### config.mk
export PLATFORM = sky130hd
export DESIGN_NAME = gps_sample_packer
export DESIGN_NICKNAME = d
export VERILOG_FILES = /design/src/rtl/gps_sample_packer.sv
export SDC_FILE = /design/constraint.sdc
export NUM_CORES = 1
export LEC_CHECK = 0
export ABC_AREA = 1
export CORE_MARGIN = 5
export CORE_UTILIZATION = 35
export DETAILED_ROUTE_END_ITERATION = 8
export GPL_TIMING_DRIVEN = 0
export PLACE_DENSITY_LB_ADDON = 0.1
export SETUP_SLACK_MARGIN = 0.5
export SLEW_MARGIN = 10
export SYNTH_ARGS = -nofsm -noshare
export SYNTH_HDL_FRONTEND = slang
export SYNTH_SLANG_ARGS = --single-unit
### constraint.sdc
create_clock -name MCU_CLK_25_000 -period 2.8 [get_ports MCU_CLK_25_000]
set_input_delay 0.7 -clock MCU_CLK_25_000 [delete_from_list [all_inputs] [get_ports MCU_CLK_25_000]]
set_output_delay 0.7 -clock MCU_CLK_25_000 [all_outputs]
set_load 0.02 [all_outputs]
### src/rtl/gps_sample_packer.sv
// Packs I/Q sample nibbles into bytes and queues them in a first-word-fall-through byte FIFO.
// Build macro GPS_PACKER_TESTPAT_EN adds a TEST_MODE input that packs a 4-bit counter instead.
module gps_sample_packer #(
    parameter int unsigned FIFO_DEPTH = 8
) (
    input  logic                        MCU_CLK_25_000,
    input  logic                        RESET,
    input  logic                        GPS_I0,
    input  logic                        GPS_I1,
    input  logic                        GPS_Q0,
    input  logic                        GPS_Q1,
    input  logic                        DATAREADY,
    input  logic                        CLEAR_OVF,
`ifdef GPS_PACKER_TESTPAT_EN
    input  logic                        TEST_MODE,
`endif
    input  logic                        BYTE_READY,
    output logic [7:0]                  BYTE_OUT,
    output logic                        BYTE_VALID,
    output logic [$clog2(FIFO_DEPTH):0] FIFO_LEVEL,
    output logic                        OVERFLOW
);
    localparam int unsigned AW        = $clog2(FIFO_DEPTH);
    localparam logic [AW:0] PtrOne    = (AW + 1)'(1);
    localparam logic [AW:0] LevelFull = (AW + 1)'(FIFO_DEPTH);

    typedef enum logic {EmptyHalf, HaveHigh} state_e;

    state_e      state_q, state_d;
    logic [3:0]  held_q, held_d;
    logic [AW:0] wr_ptr_q, wr_ptr_d;
    logic [AW:0] rd_ptr_q, rd_ptr_d;
    logic        ovf_q, ovf_d;
    logic [7:0]  mem_q [FIFO_DEPTH];

    logic [3:0]  nibble;
    logic [7:0]  wr_byte;
    logic [AW:0] level;
    logic        wr_req, pop, full, accept, drop;

`ifdef GPS_PACKER_TESTPAT_EN
    logic [3:0] tcnt_q, tcnt_d;

    always_comb begin
        nibble = TEST_MODE ? tcnt_q : {GPS_I1, GPS_I0, GPS_Q1, GPS_Q0};
        tcnt_d = DATAREADY ? tcnt_q + 4'd1 : tcnt_q;
    end
`else
    assign nibble = {GPS_I1, GPS_I0, GPS_Q1, GPS_Q0};
`endif

    always_comb begin
        level   = wr_ptr_q - rd_ptr_q;
        full    = (level == LevelFull);
        pop     = (level != '0) && BYTE_READY;
        wr_req  = DATAREADY && (state_q == HaveHigh);
        wr_byte = {held_q, nibble};
        // A pop in the same cycle frees the slot the write lands in.
        accept  = wr_req && (!full || pop);
        drop    = wr_req && full && !pop;

        state_d = state_q;
        held_d  = held_q;
        if (DATAREADY) begin
            if (state_q == EmptyHalf) begin
                held_d  = nibble;
                state_d = HaveHigh;
            end else begin
                state_d = EmptyHalf;
            end
        end

        wr_ptr_d = accept ? wr_ptr_q + PtrOne : wr_ptr_q;
        rd_ptr_d = pop    ? rd_ptr_q + PtrOne : rd_ptr_q;

        if (drop) begin
            ovf_d = 1'b1;
        end else if (CLEAR_OVF) begin
            ovf_d = 1'b0;
        end else begin
            ovf_d = ovf_q;
        end
    end

    always_ff @(posedge MCU_CLK_25_000) begin
        if (RESET) begin
            state_q  <= EmptyHalf;
            held_q   <= 4'h0;
            wr_ptr_q <= '0;
            rd_ptr_q <= '0;
            ovf_q    <= 1'b0;
`ifdef GPS_PACKER_TESTPAT_EN
            tcnt_q   <= 4'h0;
`endif
        end else begin
            state_q  <= state_d;
            held_q   <= held_d;
            wr_ptr_q <= wr_ptr_d;
            rd_ptr_q <= rd_ptr_d;
            ovf_q    <= ovf_d;
`ifdef GPS_PACKER_TESTPAT_EN
            tcnt_q   <= tcnt_d;
`endif
        end
    end

    // Storage needs no reset: pointers alone define which entries are live.
    always_ff @(posedge MCU_CLK_25_000) begin
        if (accept) begin
            mem_q[wr_ptr_q[AW-1:0]] <= wr_byte;
        end
    end

    assign BYTE_OUT   = mem_q[rd_ptr_q[AW-1:0]];
    assign BYTE_VALID = (level != '0);
    assign FIFO_LEVEL = level;
    assign OVERFLOW   = ovf_q;

endmodule
==> reports/results.tsv <==
stage	metric	value	unit
outcome	status	finished clean	
sta	min_period	2.58	ns
detailed_routing	vias_per_cell	4.85	
hold_path	hold_depth	2	
critical_path	startpoint_type	register	
logic_synthesis	synth-compound-area-share	8.61	%
detailed_routing	drc	0	
logic_synthesis	synth_area_leaders	edfxtp_1 56%, dfxtp_1 9.9%, nor2_1 7.6%	
cts	insertion_delay	0.36	ns
sta	finalClockSkew	0.0154	ns
critical_path	reg2reg_from	wr_ptr_q[0]	
finish	finish.instance_area	4850	um^2
floorplanning	die_w	109	um
sta	setup_slack	0.216	ns
sta	worst_pin_slew	0.489	ns
floorplanning	start_util	35.4	%
finish	multi_input_area	1380	um^2
critical_path	cp.arrival	1.88	ns
logic_synthesis	synthMuxAreaShare	0	%
place	io_buffers	21	
logic_synthesis	synth_top_family_by_area	simple AND/OR/NAND/NOR gates	
hold_path	hp-class	register to register	
logic_synthesis	async_flop_share	0	%
cts	clockBufferDepth	2	
logic_synthesis	synth_cell_type_count	24	
cts	cts_buffers	9	
logic_synthesis	ys_seq_area_share	66.0	%
hold_path	min_from	OVERFLOW	
logic_synthesis	synth_edf_count	64	
finish	diodes	0	
finish	area_delta_synth_final	41.4	%
grt	track_usage	15.1	%
critical_path	path_max_fanout	2	
cts	clkTransAtPathRegs	0.08	ns
finish	fin_util	50.1	%
critical_path	critPathSlowestCell	fa_2	
logic_synthesis	synth.net_count	326	
cts	cts_max_level	3	
critical_path	cp_common_cell	inv_4	
cts	cts_tree	yes	
power_and_ir_drop	peakVddDrop	311	uV
cts	clock-sinks	81	
logic_synthesis	yosys_warnings	0	
logic_synthesis	netlist_area	3430	um^2
logic_synthesis	syn_area_per_cell	11.0	um^2
detailed_routing	drt-pass1-iter-count	4	
finish	nets	388	
critical_path	endpoint_kind	primary output	
critical_path	cp_slowest_stage_delay	0.45	ns
grt	antenna_found_initial	0	
place	dpl.hpwl	5170	um
floorplanning	ios	23	
critical_path	path_cells	inv_4 > ha_4 > inv_4 > fa_2 > nor2_2 > nand3_2 > inv_2 > nand3_4 > buf_6	
logic_synthesis	synth_fa_ha_area_share	2.41	%
place	place_area	3840	um^2
finish	register_area	2280	um^2
grt	first_global_vias	2403	
sta	finalSetupViolCount	0	
logic_synthesis	syn_inst	311	
logic_synthesis	synth_most_common_cell	nor2_1	
place	gp_congestion	0.724	
detailed_routing	vias	2480	
sta	fin_crit_sh	92.3	%
logic_synthesis	ys_top_cells_by_count	69 x nor2_1, 64 x edfxtp_1, 46 x nand2_1, 20 x o21ai_0, 18 x inv_1	
grt	grt_remaining_overflow	0	
detailed_routing	ant_nets	0	
sta	finalMaxSlewViolations	0	
logic_synthesis	synth_xor_area_share	1.02	%
grt	grt_max_degree	16	
grt	grt_pass1_wl	13100	um
detailed_routing	drtIter0Drc	91	
finish	fillerInstances	874	
sta	max_freq	387	MHz
job	drv_cap	0	
power_and_ir_drop	p_leak	1.75	nW
critical_path	r2r_cells	12	
detailed_routing	wl	8690	um
critical_path	crit_start	wr_ptr_q[0]	
floorplanning	die_h	109	um
logic_synthesis	synth_top_area_share	56.1	%
finish	drive_above_1_share	41.0	%
logic_synthesis	ys_seq_elements	81	
logic_synthesis	ys.flop_type	edfxtp_1	
floorplanning	dieArea	11900	um^2
floorplanning	core_area	9680	um^2
floorplanning	placementRows	36	
critical_path	path_class	register to primary output	
sta	grt_setup_unrepaired	true	
sta	max-slew-margin-rel	67.4	%
detailed_routing	wire_per_inst	17.0	um
cts	root_buffer	clkbuf_8	
logic_synthesis	yosys.area_share.simple	18.4	%
sta	finalHoldViolCount	0	
place	dp_slack	-0.0778	ns
logic_synthesis	yosys.area.top_type	edfxtp_1	
critical_path	worstPathRequired	2.10	ns
power_and_ir_drop	p_per_area	683	nW/um^2
-- worst paths after layout --
path         slack (ns)          end
max                0.22   BYTE_VALID
min                0.47     OVERFLOW
max reg2reg        0.50  mem_q[4][4]
min reg2reg        0.47     OVERFLOW
-- per-layer routing --
metal  GRT usage [%]  up-vias  wire (um)
li1                -     1211          -
met1            19.5     1223       3920
met2            25.2       35       4350
met3            3.55       11        304
met4            4.60        0        116
met5               0        -          0
-- what timing repair did --
action / 4_1_cts / 5_1_grt
endpoints found under the setup margin: 77 / 64
resized for setup: 123 / 84
hold buffers: 0 / 0
buffers inserted: 14 / 13
gates cloned: 2 / 1
pin swaps: 11 / 32
-- critical path: cells and delay by family (launching register included) --
kind	cells	cell delay, ns
buffers and inverters	4	0.31
DFF	1	0.37
adders and majority gates	2	0.60
and+or+nand+nor	3	0.27
-- kinds of logic after synthesis --
kind of cell / Yosys count
and+or+nand+nor: 145
DFF: 81
AOI/OAI and AO/OA: 44
buffers and inverters: 31
adders and majority gates: 6
xor gates and xnor gates: 4
-- stage by stage --
step | TNS (ns) | total power [mW] | std cells | hold WS, ns
6_report | 0 | 3.31 | 511 | 0.473
5_1_grt | 0 | 3.48 | 511 | 0.499
4_1_cts | 0 | 3.09 | 497 | 0.480
3_5_place_dp | -1.09 | 2.14 | 465 | 0.464
3_3_place_gp | -1.07 | 2.14 | 465 | 0.460
2_1_floorplan | 0 | 1.85 | 311 | 0.465
-- registers in the layout, indices dropped and copies added (netlist names), named ones only --
register,flops
mem_q,64
rd_ptr_q,4
wr_ptr_q,4
held_q,4
state_q,1
OVERFLOW,1
-- layout by cell type (no fill, tap or decap), drive strengths merged --
cell type and count:
edfxtp 64, nor2 71, o21ai 20, o32ai 16, clkbuf 17, nand3b 1, inv 21, nand2 52
a21oi 8, nand3 17, ha 5, nor3 4, buf 46, fa 1, clkinvlp 2, clkinv 3
xor2 4, dfxtp 17, dlygate4sd2 1, clkdlybuf4s50 8
-- power breakdown --
group	internal [mW]	total (mW)	switching [mW]
Sequential	1.33	1.38	0.0485
Clock	0.335	0.791	0.456
Combinational	0.554	1.14	0.583
Total	2.22	3.31	1.09
-- area by class of cell --
type / count / area share (%)
tap: 133 / 3.43
buffer: 11 / 3.12
timing repair buffer: 51 / 12.3
multi-input combinational: 199 / 28.4
clock inverter: 6 / 1.06
clock buffer: 10 / 2.63
sequential: 81 / 47.1
inverter: 20 / 1.99
No activity file was read; power rests on OpenSTA's default activity.
